**config.mk**
```make
export PLATFORM = sky130hd
export DESIGN_NAME = i2c_pin_cond_flat
export DESIGN_NICKNAME = d
export VERILOG_FILES = /design/src/rtl/i2c_pin_cond_pkg.sv /design/src/rtl/i2c_pin_cond_if.sv /design/src/rtl/i2c_pin_filter.sv /design/src/rtl/i2c_pin_cond.sv /design/src/flat_wrapper.sv
export SDC_FILE = /design/constraint.sdc
export NUM_CORES = 1
export LEC_CHECK = 0
export BUFFER_PORTS_ARGS = -buffer_cell sky130_fd_sc_hd__buf_4
export CAP_MARGIN = 20
export CORE_MARGIN = 3
export CORE_UTILIZATION = 62
export CTS_CLUSTER_DIAMETER = 80
export CTS_CLUSTER_SIZE = 30
export DETAILED_ROUTE_END_ITERATION = 7
export PLACE_DENSITY = 0.85
export SKIP_CTS_REPAIR_TIMING = 1
export SLEW_MARGIN = 40
export SYNTH_ARGS = -nofsm -noshare
export SYNTH_HDL_FRONTEND = slang
export SYNTH_SLANG_ARGS = --single-unit
```
**constraint.sdc**
```tcl
create_clock -name clk_i -period 6.7 [get_ports clk_i]
set_input_delay 1.005 -clock clk_i [delete_from_list [all_inputs] [get_ports clk_i]]
set_output_delay 1.005 -clock clk_i [all_outputs]
set_load 0.03 [all_outputs]
```
**src/rtl/i2c_pin_cond_pkg.sv**
```systemverilog
// Shared definitions for the I2C pin conditioning stage: default widths,
// line index constants and the registered bus-event bundle.
package i2c_pin_cond_pkg;

    localparam int FiltWDefault = 4;
    localparam int IdleWDefault = 16;

    localparam int SclIdx = 0;
    localparam int SdaIdx = 1;

    typedef struct packed {
        logic scl_rise;
        logic scl_fall;
        logic start;
        logic stop;
    } pin_events_t;

    // Classify one cycle of filtered line history into bus events.
    // START/STOP need SCL high both before and after, so a simultaneous
    // SCL+SDA change only reports the SCL edge.
    function automatic pin_events_t detect_events(
        input logic scl_prev,
        input logic scl_cur,
        input logic sda_prev,
        input logic sda_cur
    );
        pin_events_t ev;
        ev.scl_rise = ~scl_prev & scl_cur;
        ev.scl_fall = scl_prev & ~scl_cur;
        ev.start    = scl_prev & scl_cur & sda_prev & ~sda_cur;
        ev.stop     = scl_prev & scl_cur & ~sda_prev & sda_cur;
        return ev;
    endfunction

endpackage

```
**src/rtl/i2c_pin_cond_if.sv**
```systemverilog
// Bundle of pad inputs, filter configuration and conditioned outputs that
// connects the pin conditioning stage to the I2C core.
interface i2c_pin_cond_if
    import i2c_pin_cond_pkg::*;
#(
    parameter int FiltW = FiltWDefault,
    parameter int IdleW = IdleWDefault
);

    logic             cio_scl_i;
    logic             cio_sda_i;
    logic             filt_en_i;
    logic [FiltW-1:0] filt_cycles_i;
    logic [IdleW-1:0] idle_cycles_i;

    logic             scl_o;
    logic             sda_o;
    logic             scl_rise_o;
    logic             scl_fall_o;
    logic             start_det_o;
    logic             stop_det_o;
    logic             bus_busy_o;
    logic             glitch_o;

    modport slave (
        input  cio_scl_i, cio_sda_i, filt_en_i, filt_cycles_i, idle_cycles_i,
        output scl_o, sda_o, scl_rise_o, scl_fall_o,
               start_det_o, stop_det_o, bus_busy_o, glitch_o
    );

    modport master (
        output cio_scl_i, cio_sda_i, filt_en_i, filt_cycles_i, idle_cycles_i,
        input  scl_o, sda_o, scl_rise_o, scl_fall_o,
               start_det_o, stop_det_o, bus_busy_o, glitch_o
    );

endinterface

```
**src/rtl/i2c_pin_filter.sv**
```systemverilog
// Single-line glitch filter. A new level is accepted only after it has
// differed from the stable value for cycles_i+1 consecutive cycles; a
// candidate that disappears early produces a one-cycle glitch pulse.
module i2c_pin_filter
    import i2c_pin_cond_pkg::*;
#(
    parameter int FiltW = FiltWDefault
) (
    input  logic             clk_i,
    input  logic             rst_ni,
    input  logic             in_i,
    input  logic             en_i,
    input  logic [FiltW-1:0] cycles_i,
    output logic             out_o,
    output logic             glitch_o
);

    logic             stab_q, stab_d;
    logic [FiltW-1:0] cnt_q,  cnt_d;

    // Track how long the input has disagreed with the stable value; using >=
    // lets a shrinking threshold commit on the very next differing cycle.
    always_comb begin
        stab_d = stab_q;
        cnt_d  = cnt_q;
        if (!en_i) begin
            stab_d = in_i;
            cnt_d  = '0;
        end else if (in_i == stab_q) begin
            cnt_d  = '0;
        end else if (cnt_q >= cycles_i) begin
            stab_d = in_i;
            cnt_d  = '0;
        end else begin
            cnt_d  = cnt_q + 1'b1;
        end
    end

    // Stable level and disagreement counter, idle-bus reset state.
    always_ff @(posedge clk_i or negedge rst_ni) begin
        if (!rst_ni) begin
            stab_q <= 1'b1;
            cnt_q  <= '0;
        end else begin
            stab_q <= stab_d;
            cnt_q  <= cnt_d;
        end
    end

    assign out_o    = stab_q;
    assign glitch_o = en_i & (in_i == stab_q) & (cnt_q != '0);

endmodule

```
**src/rtl/i2c_pin_cond.sv**
```systemverilog
// I2C pad input conditioning: 2-flop synchroniser, optional fixed delay,
// per-line glitch filter, registered edge/START/STOP detection and a
// bus-busy flag with an optional idle timeout.
module i2c_pin_cond
    import i2c_pin_cond_pkg::*;
#(
    parameter int InputDelayCycles = 0,
    parameter int FiltW            = FiltWDefault,
    parameter int IdleW            = IdleWDefault
) (
    input logic           clk_i,
    input logic           rst_ni,
    i2c_pin_cond_if.slave bus
);

    logic [1:0]       sync_meta_q, sync_meta_d;
    logic [1:0]       sync_q,      sync_d;
    logic [1:0]       line_dly;

    logic             scl_f, sda_f;
    logic             scl_glitch, sda_glitch;

    logic             scl_prev_q, scl_prev_d;
    logic             sda_prev_q, sda_prev_d;
    pin_events_t      events_q,   events_d;
    logic             busy_q,     busy_d;
    logic [IdleW-1:0] idle_cnt_q, idle_cnt_d;
    logic             both_high;
    logic             timeout;

    // Next state of the two synchroniser ranks for both lines.
    always_comb begin
        sync_meta_d         = sync_meta_q;
        sync_meta_d[SclIdx] = bus.cio_scl_i;
        sync_meta_d[SdaIdx] = bus.cio_sda_i;
        sync_d              = sync_meta_q;
    end

    // Synchroniser flops, reset to an idle (high) bus.
    always_ff @(posedge clk_i or negedge rst_ni) begin
        if (!rst_ni) begin
            sync_meta_q <= 2'b11;
            sync_q      <= 2'b11;
        end else begin
            sync_meta_q <= sync_meta_d;
            sync_q      <= sync_d;
        end
    end

    if (InputDelayCycles == 0) begin : g_no_delay
        assign line_dly = sync_q;
    end else begin : g_delay
        logic [1:0] dly_q [InputDelayCycles];
        logic [1:0] dly_d [InputDelayCycles];

        // Shift the synchronised pair down the fixed delay line.
        always_comb begin
            dly_d[0] = sync_q;
            for (int i = 1; i < InputDelayCycles; i++) begin
                dly_d[i] = dly_q[i-1];
            end
        end

        // Delay line registers, reset to an idle (high) bus.
        always_ff @(posedge clk_i or negedge rst_ni) begin
            if (!rst_ni) begin
                for (int i = 0; i < InputDelayCycles; i++) begin
                    dly_q[i] <= 2'b11;
                end
            end else begin
                for (int i = 0; i < InputDelayCycles; i++) begin
                    dly_q[i] <= dly_d[i];
                end
            end
        end

        assign line_dly = dly_q[InputDelayCycles-1];
    end

    i2c_pin_filter #(
        .FiltW (FiltW)
    ) u_scl_filter (
        .clk_i    (clk_i),
        .rst_ni   (rst_ni),
        .in_i     (line_dly[SclIdx]),
        .en_i     (bus.filt_en_i),
        .cycles_i (bus.filt_cycles_i),
        .out_o    (scl_f),
        .glitch_o (scl_glitch)
    );

    i2c_pin_filter #(
        .FiltW (FiltW)
    ) u_sda_filter (
        .clk_i    (clk_i),
        .rst_ni   (rst_ni),
        .in_i     (line_dly[SdaIdx]),
        .en_i     (bus.filt_en_i),
        .cycles_i (bus.filt_cycles_i),
        .out_o    (sda_f),
        .glitch_o (sda_glitch)
    );

    assign both_high = scl_f & sda_f;

    // Decode events and update the busy flag; the idle counter only runs
    // while a transfer is open and both lines sit high, and saturates.
    always_comb begin
        scl_prev_d = scl_f;
        sda_prev_d = sda_f;
        events_d   = detect_events(scl_prev_q, scl_f, sda_prev_q, sda_f);
        busy_d     = busy_q;
        idle_cnt_d = '0;
        timeout    = 1'b0;

        if (busy_q && both_high) begin
            idle_cnt_d = (idle_cnt_q == '1) ? idle_cnt_q : idle_cnt_q + 1'b1;
            timeout    = (bus.idle_cycles_i != '0) &&
                         (idle_cnt_q >= bus.idle_cycles_i - 1'b1);
        end

        if (events_d.start) begin
            busy_d = 1'b1;
        end else if (events_d.stop) begin
            busy_d     = 1'b0;
            idle_cnt_d = '0;
        end else if (timeout) begin
            busy_d     = 1'b0;
            idle_cnt_d = '0;
        end
    end

    // Event, history and busy registers.
    always_ff @(posedge clk_i or negedge rst_ni) begin
        if (!rst_ni) begin
            scl_prev_q <= 1'b1;
            sda_prev_q <= 1'b1;
            events_q   <= '0;
            busy_q     <= 1'b0;
            idle_cnt_q <= '0;
        end else begin
            scl_prev_q <= scl_prev_d;
            sda_prev_q <= sda_prev_d;
            events_q   <= events_d;
            busy_q     <= busy_d;
            idle_cnt_q <= idle_cnt_d;
        end
    end

    assign bus.scl_o       = scl_f;
    assign bus.sda_o       = sda_f;
    assign bus.scl_rise_o  = events_q.scl_rise;
    assign bus.scl_fall_o  = events_q.scl_fall;
    assign bus.start_det_o = events_q.start;
    assign bus.stop_det_o  = events_q.stop;
    assign bus.bus_busy_o  = busy_q;
    assign bus.glitch_o    = scl_glitch | sda_glitch;

endmodule

```
**src/flat_wrapper.sv**
```systemverilog
// flat-port wrapper written by rule: the top's interface ports become plain ports
module i2c_pin_cond_flat import i2c_pin_cond_pkg::*;
#(
    parameter int InputDelayCycles = 0,
    parameter int FiltW            = FiltWDefault,
    parameter int IdleW            = IdleWDefault
)
  (clk_i, rst_ni, bus_cio_scl_i, bus_cio_sda_i, bus_filt_en_i, bus_filt_cycles_i, bus_idle_cycles_i, bus_scl_o, bus_sda_o, bus_scl_rise_o, bus_scl_fall_o, bus_start_det_o, bus_stop_det_o, bus_bus_busy_o, bus_glitch_o);
  i2c_pin_cond_if #(.FiltW(FiltW), .IdleW(IdleW)) bus_i ();
  input logic clk_i;
  input logic rst_ni;
  input wire logic [$bits(bus_i.cio_scl_i)-1:0] bus_cio_scl_i;
  input wire logic [$bits(bus_i.cio_sda_i)-1:0] bus_cio_sda_i;
  input wire logic [$bits(bus_i.filt_en_i)-1:0] bus_filt_en_i;
  input wire logic [$bits(bus_i.filt_cycles_i)-1:0] bus_filt_cycles_i;
  input wire logic [$bits(bus_i.idle_cycles_i)-1:0] bus_idle_cycles_i;
  output wire logic [$bits(bus_i.scl_o)-1:0] bus_scl_o;
  output wire logic [$bits(bus_i.sda_o)-1:0] bus_sda_o;
  output wire logic [$bits(bus_i.scl_rise_o)-1:0] bus_scl_rise_o;
  output wire logic [$bits(bus_i.scl_fall_o)-1:0] bus_scl_fall_o;
  output wire logic [$bits(bus_i.start_det_o)-1:0] bus_start_det_o;
  output wire logic [$bits(bus_i.stop_det_o)-1:0] bus_stop_det_o;
  output wire logic [$bits(bus_i.bus_busy_o)-1:0] bus_bus_busy_o;
  output wire logic [$bits(bus_i.glitch_o)-1:0] bus_glitch_o;
  assign bus_i.cio_scl_i = bus_cio_scl_i;
  assign bus_i.cio_sda_i = bus_cio_sda_i;
  assign bus_i.filt_en_i = bus_filt_en_i;
  assign bus_i.filt_cycles_i = bus_filt_cycles_i;
  assign bus_i.idle_cycles_i = bus_idle_cycles_i;
  assign bus_scl_o = bus_i.scl_o;
  assign bus_sda_o = bus_i.sda_o;
  assign bus_scl_rise_o = bus_i.scl_rise_o;
  assign bus_scl_fall_o = bus_i.scl_fall_o;
  assign bus_start_det_o = bus_i.start_det_o;
  assign bus_stop_det_o = bus_i.stop_det_o;
  assign bus_bus_busy_o = bus_i.bus_busy_o;
  assign bus_glitch_o = bus_i.glitch_o;
  i2c_pin_cond #(.InputDelayCycles(InputDelayCycles), .FiltW(FiltW), .IdleW(IdleW)) u_core (.clk_i(clk_i), .rst_ni(rst_ni), .bus(bus_i));
endmodule
```
==> results of run 1 <==
[per-stage QoR]
stage	area, µm²	setup WS, ps	hold WS [ps]
floorplan	2460	2600	345
global placement	2750	2160	345
detailed placement	2750	2020	348
CTS	2870	2290	359
global route	2870	2020	368
finish	2870	2270	357
[flip-flops by register name, indices dropped and copies added, names as in the netlist]
signal and cells:
u_core.u_scl_filter.cnt_q 4, u_core.bus.scl_fall_o 1, u_core.u_sda_filter.out_o 1, u_core.bus.scl_rise_o 1
u_core.sda_prev_q 1, u_core.line_dly 2, u_core.idle_cnt_q 16, u_core.bus.start_det_o 1
u_core.sync_d 2, u_core.scl_prev_q 1, u_core.u_sda_filter.cnt_q 4, u_core.u_scl_filter.out_o 1
u_core.bus.stop_det_o 1, u_core.bus.bus_busy_o 1
[cell families (layout without fill, tap and decap cells)]
group                      count (synthesis)  after routing  synth area share (%)
AOI/OAI and AO/OA                         33             33                  10.8
xor gates and xnor gates                  26             26                  9.26
adders and majority gates                 30             30                  15.3
buffers and inverters                     12             51                  2.14
DFF                                       37             37                  38.0
muxes                                      4              4                  1.73
and+or+nand+nor                          106            106                  22.8
[layout by cell type (no fill, tap or decap), types with 8 or more instances in the layout]
cell type / count
nor2_1: 32
buf_4: 32
ha_1: 30
dfrtp_1: 29
nand3_1: 15
xor2_1: 14
nand2_1: 13
xnor2_1: 12
inv_1: 11
a21oi_1: 8
dfstp_2: 8
[final cells by class]
| class | instances | area (µm²) | area share [%] |
|---|---|---|---|
| multi-input cells | 199 | 1470 | 51.3 |
| flip-flops and latches | 37 | 936 | 32.6 |
| repair buffers | 32 | 240 | 8.37 |
| inverters | 11 | 41.3 | 1.44 |
| clock inverters | 2 | 37.5 | 1.31 |
| clock buffers | 6 | 82.6 | 2.88 |
| well taps | 48 | 60.1 | 2.09 |
[critical path: stages]
cell	delay [ps]
buf_4	130
nor2_1	120
nor4b_2	300
nand2b_1	110
or3_1	400
or3b_2	480
xor2_1	170
ha_1	300
a211oi_1	260
o211ai_1	140
nor4_1	540
o2111ai_4	350
a311oi_2	320
[path summary, 6_finish.rpt]
kind	start	endpoint	cells after the start
max	bus_idle_cycles_i[2]	u_core.idle_cnt_q[13]	13
min	u_core.sync_d[0]	u_core.line_dly[0]	0
max reg2reg	u_core.idle_cnt_q[0]	u_core.idle_cnt_q[13]	8
min reg2reg	u_core.sync_d[0]	u_core.line_dly[0]	0
max in group asynchronous	rst_ni	u_core.sync_d[1]	1
min in group asynchronous	rst_ni	u_core.u_scl_filter.cnt_q[2]	1
[power by group through the flow]
stage | clock network [µW] | registers [µW] | logic [µW]
floorplan | 0 | 270 | 58.1
global placement | 0 | 260 | 108
detailed placement | 0 | 261 | 110
CTS | 203 | 257 | 111
global route | 214 | 260 | 123
finish | 199 | 257 | 110
[per-layer routing]
metal	global-route usage, %	vias up
met4	2.68	0
met5	0	-
li1	-	968
met3	4.05	4
met2	36.3	38
met1	30.1	914
==> metrics.yaml, run 1 <==
routed-wl-met3_um: 203
yosysTopAreaCellShare_pct: 29.5
insertion_delay_ps: 280
finalSetupViolCount: 0
finalCritPeriodShare_pct: 66.1
yosysTopAreaCell: "dfrtp_1"
floorplan.initialDensity_pct: 65.7
syn_area_per_cell_um2: 9.92
clkSinkCount: 37
crit_fanout: 16
die_h_um: 69.0
worstMarginPinSlew_ps: 676
outcome: "complete, no violations"
ys_top_cells_by_count: "nor2_1, ha_1, dfrtp_1, nand3_1, xor2_1"
numPortBuffers: 32
p_comb_share_pct: 19.5
synthArstFlopShare_pct: 100
fmax_mhz: 226
power_density_nw_per_um2: 197
fin_crit_ps: 4430
fillers: 272
finalWeightedCongestion: 0.852
cts_tree: "yes"
vias: 1924
total_power_uw: 566
synth.ff_latch_count: 37
ant_nets: 0
synth_cell_types: 44
cts_max_level: 2
avgRoutedWirePerCell_um: 14.2
crit_arrival_ps: 4620
grtUsageTotal_pct: 21.7
drt_iter0_drc: 99
hp-class: "reg2reg"
wl_mm: 4.75
yosys_most_used_dff: "dfrtp_1"
power_frac_seq_pct: 45.4
wl_met2_mm: 2.33
postSynthCellCount: 248
fin_nets: 341
path_clk_slew_ps: 70
syn_nets: 303
vias_per_cell: 5.74
worstSetupEndpointType: "register"
tns_ps: 0
synth_edf_count: 0
grt_pass1_vias: 1755
fin_cells: 335
fin_skew_ps: 4.71
rsz0062_at_grt: "false"
p_sw_uw: 156
slew_violations: 0
die_x_um: 69.0
ff2ff_setup_slack_ps: 3700
drv_cap: 0
ctsLongestPathBuffers: 2
antenna_cells: 0
grt_max_degree: 38
cts_buffers: 5
ios: 33
p_leak_uw: 0.00131
relSlewSlack_pct: 53.8
clkPwrFrac_pct: 35.2
drive_gt1_share_pct: 20.9
p_int_uw: 411
p_sw_share_pct: 27.5
setup.worst_path.class: "in2reg"
synthToLayoutAreaGrowth_pct: 16.6
synth.most_common_cell: "nor2_1"
synthTopCellsByArea: "dfrtp_1, ha_1, dfstp_2"
syn_area_um2: 2460
met1_length_mm: 2.19
drtPass1Iterations: 4
std_cell_rows: 22
fin_util_pct: 76.6
dp.final_hpwl_mm: 3.58
dieArea_um2: 4760
yosys_warnings: 0
drc_errors: 0
highest_layer: "met4"
cp-start-kind: "input port"
hold_viol: 0
grt_pass1_wl_mm: 7.80
place_inst: 327
core_um2: 3740
seq_area_frac_synth_pct: 38.0
vdd_drop_max_uv: 205
crit_required_ps: 6890
grt-ovfl-total: 0
antenna_found_initial: 0
root_buffer: "clkbuf_8"
Note: power is estimated with default switching activity, not from simulation.
==> run 2, diff against run 1 <==
--- a/config.mk
+++ b/config.mk
@@ -8,11 +8,11 @@
 export BUFFER_PORTS_ARGS = -buffer_cell sky130_fd_sc_hd__buf_4
 export CAP_MARGIN = 20
 export CORE_MARGIN = 3
-export CORE_UTILIZATION = 62
+export CORE_UTILIZATION = 58
 export CTS_CLUSTER_DIAMETER = 80
 export CTS_CLUSTER_SIZE = 30
 export DETAILED_ROUTE_END_ITERATION = 7
-export PLACE_DENSITY = 0.85
+export PLACE_DENSITY = 0.8
 export SKIP_CTS_REPAIR_TIMING = 1
 export SLEW_MARGIN = 40
 export SYNTH_ARGS = -nofsm -noshare
==> constraint.sdc (replaced) <==
create_clock -name clk_i -period 4.5 [get_ports clk_i]
set_input_delay 0.675 -clock clk_i [delete_from_list [all_inputs] [get_ports clk_i]]
set_output_delay 0.675 -clock clk_i [all_outputs]
set_load 0.03 [all_outputs]
==> metrics.yaml, run 2 (synthesis gave the netlist of run 1 again) <==
multiInputGateArea_um2: 1470
final_area_um2: 2830
reg2reg_from: "u_core.idle_cnt_q[0]"
ctsLongestPathBuffers: 2
largest_reg_flops: 16
grt_pass1_wl_mm: 8.07
core_um2: 4060
finalWeightedCongestion: 0.813
root_buffer: "clkbuf_8"
startpoint: "bus_idle_cycles_i[2]"
crit_arrival_ps: 4230
wl_met2_mm: 2.23
finalSetupViolCount: 0
worstSetupEndpointType: "register"
dieArea_um2: 5060
r2r-end: "u_core.idle_cnt_q[13]"
die_h_um: 71.1
total_power_uw: 763
fmax_mhz: 248
max_stage_delay_ps: 560
die_x_um: 71.1
cts_buffers: 5
numPortBuffers: 32
ant_nets: 0
vdd_drop_max_uv: 236
layout_common_cells: "nor2_1, buf_4, ha_1, dfrtp_1, nand3_1"
antenna_found_initial: 0
cp-start-kind: "input port"
grt-ovfl-total: 0
synthToLayoutAreaGrowth_pct: 15.1
std_cell_rows: 23
path_clk_slew_ps: 60
slew_violations: 0
grt_max_degree: 38
rsz0062_at_grt: "false"
drtPass1Iterations: 4
tns_ps: 0
outcome: "complete, no violations"
avgRoutedWirePerCell_um: 13.8
grt_pass1_vias: 1800
ios: 33
highest_layer: "met4"
r2r_cells: 8
crit_required_ps: 4690
cts_tree: "yes"
hp-class: "in2async"
drc_errors: 0
vias: 1916
holdWs_ps: 331
top_register: "u_core.idle_cnt_q"
crit_fanout: 16
reg_top3: "u_core.idle_cnt_q (16), u_core.u_scl_filter.cnt_q (4), u_core.u_sda_filter.cnt_q (4)"
cp-endpoint: "u_core.idle_cnt_q[13]"
insertion_delay_ps: 290
dpl_cell_area_um2: 2750
routed-wl-met3_um: 161
clkSinkCount: 37
finalCritPeriodShare_pct: 89.8
hold_viol: 0
regArea_um2: 936
drv_cap: 0
p_leak_uw: 0.00129
setup.worst_path.class: "in2reg"
relSlewSlack_pct: 57.5
critPathSlowestCell: "nor4_1"
dp.final_hpwl_mm: 3.60
fin_skew_ps: 7.87
worstMarginPinSlew_ps: 632
fin_crit_ps: 4040
drive_gt1_share_pct: 19.9
fin_nets: 341
cp_cell_sequence: "buf_4 -> nor2_1 -> nor4b_2 -> nand2b_1 -> or3_1 -> or3b_2 -> xor2_1 -> ha_1 -> and4_1 -> nand2_1 -> a31oi_1 -> nor4_1 -> o2111ai_4 -> a311oi_2"
power_density_nw_per_um2: 269
cts_max_level: 2
met1_length_mm: 2.23
grtUsageTotal_pct: 19.7
floorplan.initialDensity_pct: 60.6
ff2ff_setup_slack_ps: 1620
fillers: 315
drt_iter0_drc: 75
vias_per_cell: 5.69
antenna_cells: 0
wl_mm: 4.65
## run 2: worst min-delay path by stage
| stage | to | cells after the start | startpoint | slack [ps] |
|---|---|---|---|---|
| final | u_core.u_sda_filter.cnt_q[0] | 1 | rst_ni | 330 |
| after global routing | u_core.u_sda_filter.cnt_q[2] | 1 | rst_ni | 360 |
| after CTS | u_core.u_sda_filter.cnt_q[0] | 1 | rst_ni | 350 |
| after detailed placement | u_core.line_dly[1] | 0 | u_core.sync_d[1] | 350 |
| after global placement | u_core.line_dly[0] | 0 | u_core.sync_d[0] | 350 |
| after floorplan | u_core.line_dly[0] | 0 | u_core.sync_d[0] | 350 |
## run 2: final cells by class
type                    instances  share of cell area, %
multi-input cells             199                   52.0
flip-flops and latches         37                   33.1
repair buffers                 32                   8.48
clock buffers                   8                   2.83
well taps                      50                   2.21
inverters                      11                   1.46
## run 2: routing by layer
layer,global-route usage [%],up-vias
met4,5.01,0
li1,-,969
met3,4.26,4
met1,27.3,915
met2,31.6,28
met5,0,-
## run 2: power by group
group          switching, µW  internal, µW  total, µW  leakage [µW]
clock network            106           110        215     0.0000395
registers               27.0           357        384      0.000480
logic                   88.7          74.3        163      0.000774
total                    221           541        763       0.00129
## run 2: stage by stage
stage	setup slack (ps)	utilization [%]	std cells
floorplan	734	-	248
global placement	288	67.8	329
detailed placement	155	67.8	329
CTS	437	69.8	337
global route	178	69.8	337
finish	461	69.8	337
## run 2: worst max-delay path: cells and delay by family
family	cells	cell delay, ps
and+or+nand+nor	8	2240
AOI/OAI and AO/OA	3	700
adders and majority gates	1	300
xor gates and xnor gates	1	160
buffers and inverters	1	130
